### src/rtl/mem_port_if.sv
// Requester, completion and memory-side signals of the shared memory port.
// slave = arbiter view, master = pipeline/memory environment view.
interface mem_port_if #(
  parameter int ADDR_W = 32,
  parameter int DATA_W = 32
);
  logic                  if_req;
  logic [ADDR_W-1:0]     if_addr;
  logic [DATA_W-1:0]     if_rdata;
  logic                  if_done;
  logic                  if_stall;

  logic                  d_req;
  logic                  d_we;
  logic [ADDR_W-1:0]     d_addr;
  logic [DATA_W-1:0]     d_wdata;
  logic [DATA_W/8-1:0]   d_wmask;
  logic [DATA_W-1:0]     d_rdata;
  logic                  d_done;
  logic                  d_stall;

  logic                  mem_req;
  logic                  mem_we;
  logic [ADDR_W-1:0]     mem_addr;
  logic [DATA_W-1:0]     mem_wdata;
  logic [DATA_W/8-1:0]   mem_wmask;
  logic [DATA_W-1:0]     mem_rdata;
  logic                  mem_ack;

  modport slave (
    input  if_req, if_addr, d_req, d_we, d_addr, d_wdata, d_wmask, mem_rdata, mem_ack,
    output if_rdata, if_done, if_stall, d_rdata, d_done, d_stall,
           mem_req, mem_we, mem_addr, mem_wdata, mem_wmask
  );

  modport master (
    output if_req, if_addr, d_req, d_we, d_addr, d_wdata, d_wmask, mem_rdata, mem_ack,
    input  if_rdata, if_done, if_stall, d_rdata, d_done, d_stall,
           mem_req, mem_we, mem_addr, mem_wdata, mem_wmask
  );
endinterface

### src/rtl/mem_port_arbiter.sv
// Arbitrates one memory port between fetch (IF) and load/store (MEM); data wins
// unless fetch has waited MAX_D_STREAK data grants. Access = 2+L cycles, req/ack held.
module mem_port_arbiter #(
  parameter int ADDR_W       = 32,
  parameter int DATA_W       = 32,
  parameter int MAX_D_STREAK = 4
) (
  input  logic        clk,
  input  logic        rst_n,
  mem_port_if.slave   bus
);
  typedef enum logic [1:0] {IDLE, GRANT_I, GRANT_D} state_t;

  localparam logic [3:0] STREAK_MAX = 4'(MAX_D_STREAK);

  state_t     state, state_nxt;
  logic [3:0] streak, streak_nxt;
  logic       grant_i, grant_d;
  logic       streak_full;

  assign streak_full = (streak >= STREAK_MAX);

  always_ff @(posedge clk or negedge rst_n) begin
    if (!rst_n) begin
      state  <= IDLE;
      streak <= 4'd0;
    end else begin
      state  <= state_nxt;
      streak <= streak_nxt;
    end
  end

  always_comb begin
    state_nxt   = state;
    streak_nxt  = streak;
    grant_i     = 1'b0;
    grant_d     = 1'b0;
    bus.if_done = 1'b0;
    bus.d_done  = 1'b0;
    case (state)
      IDLE: begin
        // Fetch only overrides data once the streak has saturated.
        if (bus.d_req && !(bus.if_req && streak_full)) begin
          grant_d   = 1'b1;
          state_nxt = GRANT_D;
          if (bus.if_req)
            streak_nxt = streak_full ? STREAK_MAX : streak + 4'd1;
          else
            streak_nxt = 4'd0;
        end else if (bus.if_req) begin
          grant_i    = 1'b1;
          state_nxt  = GRANT_I;
          streak_nxt = 4'd0;
        end
      end
      GRANT_I: begin
        bus.if_done = bus.mem_ack;
        if (bus.mem_ack) state_nxt = IDLE;
      end
      GRANT_D: begin
        bus.d_done = bus.mem_ack;
        if (bus.mem_ack) state_nxt = IDLE;
      end
      default: state_nxt = IDLE;
    endcase
  end

  // Address/data stay at their last values after ack; only mem_req drops.
  always_ff @(posedge clk or negedge rst_n) begin
    if (!rst_n) begin
      bus.mem_req   <= 1'b0;
      bus.mem_we    <= 1'b0;
      bus.mem_addr  <= '0;
      bus.mem_wdata <= '0;
      bus.mem_wmask <= '0;
    end else if (grant_i) begin
      bus.mem_req   <= 1'b1;
      bus.mem_we    <= 1'b0;
      bus.mem_addr  <= bus.if_addr;
      bus.mem_wdata <= '0;
      bus.mem_wmask <= '0;
    end else if (grant_d) begin
      bus.mem_req   <= 1'b1;
      bus.mem_we    <= bus.d_we;
      bus.mem_addr  <= bus.d_addr;
      bus.mem_wdata <= bus.d_wdata;
      bus.mem_wmask <= bus.d_we ? bus.d_wmask : '0;
    end else if (state != IDLE && bus.mem_ack) begin
      bus.mem_req   <= 1'b0;
    end
  end

  assign bus.if_rdata = bus.mem_rdata;
  assign bus.d_rdata  = bus.mem_rdata;
  assign bus.if_stall = bus.if_req & ~bus.if_done;
  assign bus.d_stall  = bus.d_req & ~bus.d_done;
endmodule

### src/flat_wrapper.sv
// flat-port wrapper written by rule: the top's interface ports become plain ports
module mem_port_arbiter_flat 
#(
  parameter int ADDR_W       = 32,
  parameter int DATA_W       = 32,
  parameter int MAX_D_STREAK = 4
)
  (clk, rst_n, bus_if_req, bus_if_addr, bus_d_req, bus_d_we, bus_d_addr, bus_d_wdata, bus_d_wmask, bus_mem_rdata, bus_mem_ack, bus_if_rdata, bus_if_done, bus_if_stall, bus_d_rdata, bus_d_done, bus_d_stall, bus_mem_req, bus_mem_we, bus_mem_addr, bus_mem_wdata, bus_mem_wmask);
  mem_port_if #(.ADDR_W(ADDR_W), .DATA_W(DATA_W)) bus_i ();
  input  logic clk;
  input  logic rst_n;
  input wire logic [$bits(bus_i.if_req)-1:0] bus_if_req;
  input wire logic [$bits(bus_i.if_addr)-1:0] bus_if_addr;
  input wire logic [$bits(bus_i.d_req)-1:0] bus_d_req;
  input wire logic [$bits(bus_i.d_we)-1:0] bus_d_we;
  input wire logic [$bits(bus_i.d_addr)-1:0] bus_d_addr;
  input wire logic [$bits(bus_i.d_wdata)-1:0] bus_d_wdata;
  input wire logic [$bits(bus_i.d_wmask)-1:0] bus_d_wmask;
  input wire logic [$bits(bus_i.mem_rdata)-1:0] bus_mem_rdata;
  input wire logic [$bits(bus_i.mem_ack)-1:0] bus_mem_ack;
  output wire logic [$bits(bus_i.if_rdata)-1:0] bus_if_rdata;
  output wire logic [$bits(bus_i.if_done)-1:0] bus_if_done;
  output wire logic [$bits(bus_i.if_stall)-1:0] bus_if_stall;
  output wire logic [$bits(bus_i.d_rdata)-1:0] bus_d_rdata;
  output wire logic [$bits(bus_i.d_done)-1:0] bus_d_done;
  output wire logic [$bits(bus_i.d_stall)-1:0] bus_d_stall;
  output wire logic [$bits(bus_i.mem_req)-1:0] bus_mem_req;
  output wire logic [$bits(bus_i.mem_we)-1:0] bus_mem_we;
  output wire logic [$bits(bus_i.mem_addr)-1:0] bus_mem_addr;
  output wire logic [$bits(bus_i.mem_wdata)-1:0] bus_mem_wdata;
  output wire logic [$bits(bus_i.mem_wmask)-1:0] bus_mem_wmask;
  assign bus_i.if_req = bus_if_req;
  assign bus_i.if_addr = bus_if_addr;
  assign bus_i.d_req = bus_d_req;
  assign bus_i.d_we = bus_d_we;
  assign bus_i.d_addr = bus_d_addr;
  assign bus_i.d_wdata = bus_d_wdata;
  assign bus_i.d_wmask = bus_d_wmask;
  assign bus_i.mem_rdata = bus_mem_rdata;
  assign bus_i.mem_ack = bus_mem_ack;
  assign bus_if_rdata = bus_i.if_rdata;
  assign bus_if_done = bus_i.if_done;
  assign bus_if_stall = bus_i.if_stall;
  assign bus_d_rdata = bus_i.d_rdata;
  assign bus_d_done = bus_i.d_done;
  assign bus_d_stall = bus_i.d_stall;
  assign bus_mem_req = bus_i.mem_req;
  assign bus_mem_we = bus_i.mem_we;
  assign bus_mem_addr = bus_i.mem_addr;
  assign bus_mem_wdata = bus_i.mem_wdata;
  assign bus_mem_wmask = bus_i.mem_wmask;
  mem_port_arbiter #(.ADDR_W(ADDR_W), .DATA_W(DATA_W), .MAX_D_STREAK(MAX_D_STREAK)) u_core (.clk(clk), .rst_n(rst_n), .bus(bus_i));
endmodule
### config.mk
export PLATFORM = sky130hd
export DESIGN_NAME = mem_port_arbiter_flat
export DESIGN_NICKNAME = d
export VERILOG_FILES = /design/src/rtl/mem_port_if.sv /design/src/rtl/mem_port_arbiter.sv /design/src/flat_wrapper.sv
export SDC_FILE = /design/constraint.sdc
export NUM_CORES = 1
export LEC_CHECK = 0
export BUFFER_PORTS_ARGS = -buffer_cell sky130_fd_sc_hd__buf_4
export CELL_PAD_IN_SITES_DETAIL_PLACEMENT = 1
export CELL_PAD_IN_SITES_GLOBAL_PLACEMENT = 2
export CORE_UTILIZATION = 19
export DETAILED_ROUTE_END_ITERATION = 10
export GPL_TIMING_DRIVEN = 0
export PLACE_DENSITY_LB_ADDON = 0.1
export REMOVE_ABC_BUFFERS = 1
export SKIP_LAST_GASP = 1
export SYNTH_ARGS = -nofsm -noshare
export SYNTH_HDL_FRONTEND = slang
export SYNTH_SLANG_ARGS = --single-unit
### constraint.sdc
create_clock -name clk -period 1.7 [get_ports clk]
set_clock_uncertainty 0.15 [all_clocks]
set_input_delay 0.34 -clock clk [delete_from_list [all_inputs] [get_ports clk]]
set_output_delay 0.34 -clock clk [all_outputs]
set_load 0.05 [all_outputs]
# Word level (Yosys, flattened, before mapping)
# Index checks and enable logic that the tools add are counted.
# W data, S select, Z words.
# classes
add_sub_neg,1
multipliers,0
div,0
magnitude_cmp,1
eq_ne,4
shift,0
muxes,27
n_bitwise,4
reduce_logical,12
# ops
operator,count
$mux W32,4
$mux W4,7
$mux W1,12
$mux W2,3
$reduce_bool A2 Y1,3
$add A4 B1 Y4 const B,1
$ge A4 B3 Y1 const B,1
$pmux W2 S2,1
$reduce_and A2 Y1,2
$logic_and A1 B1 Y1,3
$ne A3 B2 Y1 const B,1
$reduce_bool A3 Y1,1
$and A1 B1 Y1,2
$eq A2 B1 Y1 const B,1
$eq A2 B2 Y1 const B,1
$logic_not A2 Y1,1
$ne A2 B1 Y1 const B,1
$not A1 Y1,2
$reduce_or A2 Y1,1
$logic_not A1 Y1,1
# totals
regBits,76
latch_bits,0
ramBits,0
rom_bits,0
in_bits,138
output_inout_bits,138
elab_cells,56
memories,0

# Depth between registers and ports, before layout
# depth
word_depth,8
mapped_depth,7
ltp_nobuf,5

# Least setup slack after synthesis
# Ideal clock, no wire load.
# synth_timing
path_kind,flip-flop to output port
start,register u_core.state[0]
end,output bus_d_stall
t_arrival_ps,1659
required_ps,1210
slack_ps,-449
stages_incl_launch_ff,5
path_buffers,0
path_cell_list,dfrtp_1 > inv_1 > ha_1 > and2_1 > nor2b_1
# synth_between
elab_chain_len,4
# synth_rtl
item,line_no,rtl
start: declaration,mem_port_arbiter.sv:16,"state_t state, state_nxt;"
start signal: assignment,mem_port_arbiter.sv:28,state <= state_nxt;
$eq A2 B2 Y1,mem_port_arbiter.sv:40,case (state)
$mux W1,mem_port_arbiter.sv:40,
named net bus_d_done,flat_wrapper.sv:25,output wire logic [$bits(bus_i.d_done)-1:0] bus_d_done;
$not A1 Y1,mem_port_arbiter.sv:96,assign bus.d_stall = bus.d_req & ~bus.d_done;
$and A1 B1 Y1,mem_port_arbiter.sv:96,
end: declaration,flat_wrapper.sv:26,output wire logic [$bits(bus_i.d_stall)-1:0] bus_d_stall;
# The timed path passes the listed nets, and every way through them passes these cells.

# Final worst setup path
# layout_timing
start,register u_core.state[1]
end,output bus_if_stall
# layout_between
elab_chain_len,4
# layout_rtl
item,line_no,rtl
$eq A2 B1 Y1,mem_port_arbiter.sv:40,
$mux W1,mem_port_arbiter.sv:40,
$not A1 Y1,mem_port_arbiter.sv:95,assign bus.if_stall = bus.if_req & ~bus.if_done;
$and A1 B1 Y1,mem_port_arbiter.sv:95,
end: declaration,flat_wrapper.sv:23,output wire logic [$bits(bus_i.if_stall)-1:0] bus_if_stall;
# Every way passes these cells.

==> results.txt <==
Outcome -> finished with violations
Failing checks -> negative setup slack
Library cells used by synthesis -> 24
GR Overflow Total -> 0
Pre-CTS WS -> -1.18 ns
Clock root buffer -> clkbuf_16
Crit path DAT -> 1.42 ns
TritonCTS Buffers -> 9
Max incr delay on CP -> 0.43 ns
Final layout net count -> 727
Row count -> 51
Critical-path cell with the highest stage delay -> dfrtp_1
WL/cell -> 23.2 microns
GR Util All Layers -> 0.191
Maxcap violations -> 0
Setup CP Type -> flip-flop to output pin
Post-synth top area cell -> dfrtp_1
Inst Count DP -> 797
Largest net degree at the start of global routing -> 77
CP startpoint -> u_core.state[1]
Max Clk Rate -> 523 MHz
# hold bufs at CTS -> 0
Min cycle time layout -> 1.91 ns
Crit-path max FO -> 3
Unrepaired setup endpoints after global routing -> yes
Area after DPL -> 5060 sq um
Starting Density -> 0.197
Clock Latency Late Sink -> 0.34 ns
Layout cell share with drive strength beyond 1 -> 0.503
Routability cong. -> 0.677
First-pass GRT wire length -> 28300 microns
Area delta synth->final -> 63.2%
Slew @ Worst Pin -> 1.11 ns
Via density -> 4.57
CTS tree -> yes
Hold Vio Cnt, Final -> 0
Core area -> 19700 sq um
Worst reg2reg setup slack -> -0.20 ns
TritonRoute pass-1 iters -> 4
Post-route ant nets -> 0
Hold WC Path Type -> primary input to async pin
DRT iter0 DRCs -> 148
Sequential area share after synthesis -> 0.491
Crit end category -> output pin
Setup Viol. Count Final -> 78
Register bit total from synthesis -> 76
Die area -> 21000 sq um
Die Span Y -> 145 microns
Most used DFF post-synth -> dfrtp_1
Relative slew slack -> 0.257
Depth of the worst register-to-register path -> 10
CTS clock-pin slew for the worst setup and hold paths -> 0.07 ns
Slack of the critical path -> -0.213 ns
Drt total wl -> 19800 microns
Drt drc -> 0
Top cells by area, synth -> dfrtp_1 49%, buf_4 12%, nand2_1 7.4%
TNS Setup -> -8.06 ns
Commonest cells in the netlist -> 76 x dfrtp_1, 76 x nand2_1, 64 x buf_4, 41 x o21ai_0, 34 x a21oi_1
CTS max path bufs -> 2
Final Cell Area -> 6320 sq um
Clock sinks -> 76
Vias post-DR -> 3908
Crit start category -> flip-flop
Power density over the cells -> 2330 nW/um^2
Slew Limit Fails -> 0
Synth top area share -> 0.491
Die X -> 145 microns
CTS H-tree lvls -> 3
Mapped Area -> 3870 sq um
CP endpoint -> bus_if_stall
Tcrit/Tclk final -> 1.13
Yosys warnings -> 0
Avg Cell Area, Syn -> 8.75 sq um
CP cell instances -> inv_2, ha_4, and2_4, nor2b_4, buf_8
Buffers on Ports -> 179
Leakage power -> 2.85 nW
Peak VDD IR -> 0.000731 V
Number of synthesized flops with an enable pin -> 0
R2R Path End -> u_core.state[0]
Fill count -> 2214
Mapped Cells -> 443
ANT cells -> 0
Number of global-route vias before repair -> 4099
Fin util -> 0.321
Critical Path RT -> 1.21 ns
DP HPWL -> 11100 microns
Reg2reg start -> u_core.state[1]
Initial antenna violation count -> 0
I/O Pins -> 276
Non-Filler Instances -> 855
Synth async-reset ratio -> 1.00
## repair_timing
action                     4_1_cts  5_1_grt
cloned                          14        2
pin swaps                       23       30
setup endpoints to repair       79       80
setup buffers                   24        5
gates resized for setup         41       66
## layout by cell type (no fill, tap or decap), types with 2 or more instances in the layout
| cell | count |
|---|---|
| dfrtp_1 | 75 |
| buf_12 | 11 |
| o21ai_4 | 2 |
| o21ai_2 | 19 |
| a21oi_2 | 8 |
| o21ai_1 | 26 |
| nor2b_4 | 2 |
| a31oi_4 | 8 |
| nand2_1 | 74 |
| ha_4 | 3 |
| inv_1 | 2 |
| clkbuf_16 | 13 |
| o21ai_0 | 27 |
| and2_4 | 6 |
| clkinvlp_4 | 2 |
| bufinv_16 | 2 |
| buf_16 | 3 |
| buf_8 | 8 |
| a21oi_1 | 26 |
| nand2_8 | 2 |
| buf_6 | 9 |
| buf_4 | 184 |
| nor2_1 | 32 |
| a31oi_1 | 23 |
| a32o_1 | 2 |
| nor2_4 | 2 |
## kinds of logic (layout without fill, tap and decap cells)
| family | Yosys count | count (layout) | share of synthesized area |
|---|---|---|---|
| AND/OR/NAND/NOR | 118 | 124 | 0.124 |
| AO/OA/AOI/OAI | 145 | 147 | 0.204 |
| buffers and inverters | 100 | 239 | 0.168 |
| flip-flops | 76 | 76 | 0.491 |
| adder cells (fa/ha/maj) | 4 | 4 | 0.0129 |
## sequential cells by signal, summed over array words and instances (netlist names)
name                  flops
u_core.state              2
u_core.bus.mem_addr      32
u_core.bus.mem_we         1
u_core.bus.mem_req        1
u_core.bus.mem_wdata     32
u_core.bus.mem_wmask      4
u_core.streak             4
## worst min path at each step
| stage | start | end | slack (ns) | cells past startpoint |
|---|---|---|---|---|
| finish | rst_n | u_core.bus.mem_wdata[4] | 0.05 | 1 |
| global placement | u_core.bus.mem_we | u_core.bus.mem_we | 0.32 | 2 |
| detailed placement | u_core.bus.mem_wdata[27] | u_core.bus.mem_wdata[27] | 0.33 | 2 |
| floorplan | rst_n | u_core.bus.mem_addr[0] | -0.11 | 0 |
| CTS | bus_d_wdata[1] | u_core.bus.mem_wdata[1] | 0.06 | 3 |
| global route | bus_d_wdata[22] | u_core.bus.mem_wdata[22] | 0.07 | 3 |
## routing by layer
metal | routed length [microns] | GRT usage | vias to the layer above | part of all wire
met4 | 193 | 0.0460 | 2 | 0.0097
met5 | 40 | 0.0376 | - | 0.0020
met1 | 8630 | 0.236 | 1931 | 0.43
met2 | 8620 | 0.285 | 223 | 0.43
met3 | 2350 | 0.105 | 17 | 0.12
li1 | - | - | 1735 | -
## critical path, delay by kind of cell, from the launching register on
kind                     cells  cell delay, ns
adder cells (fa/ha/maj)      1            0.16
buffers and inverters        2            0.23
flip-flops                   1            0.43
AND/OR/NAND/NOR              2            0.26
## area by class of cell
| type | count | area (sq um) | share of cell area |
|---|---|---|---|
| Clock inverter | 6 | 88.8 | 0.0140 |
| Timing Repair Buffer | 219 | 2010 | 0.317 |
| Tap cell | 265 | 332 | 0.0524 |
| Multi-Input combinational cell | 275 | 1750 | 0.276 |
| Inverter | 4 | 17.5 | 0.00277 |
| Sequential cell | 76 | 1900 | 0.301 |
| Clock buffer | 10 | 229 | 0.0362 |
## report_power, final
part | internal [mW] | switching, mW
Sequential | 2.68 | 0.495
Combinational | 3.37 | 6.06
Clock | 1.29 | 0.854
Total | 7.33 | 7.41
## through the flow
| step | power, mW | hold slack (ns) |
|---|---|---|
| final | 14.7 | 0.0518 |
| after global routing | 15.6 | 0.0722 |
| after CTS | 14.5 | 0.0593 |
| after detailed placement | 10.7 | 0.326 |
| after global placement | 9.74 | 0.318 |
| after floorplan | 7.87 | -0.106 |
Power figures use the tool's default switching activity.
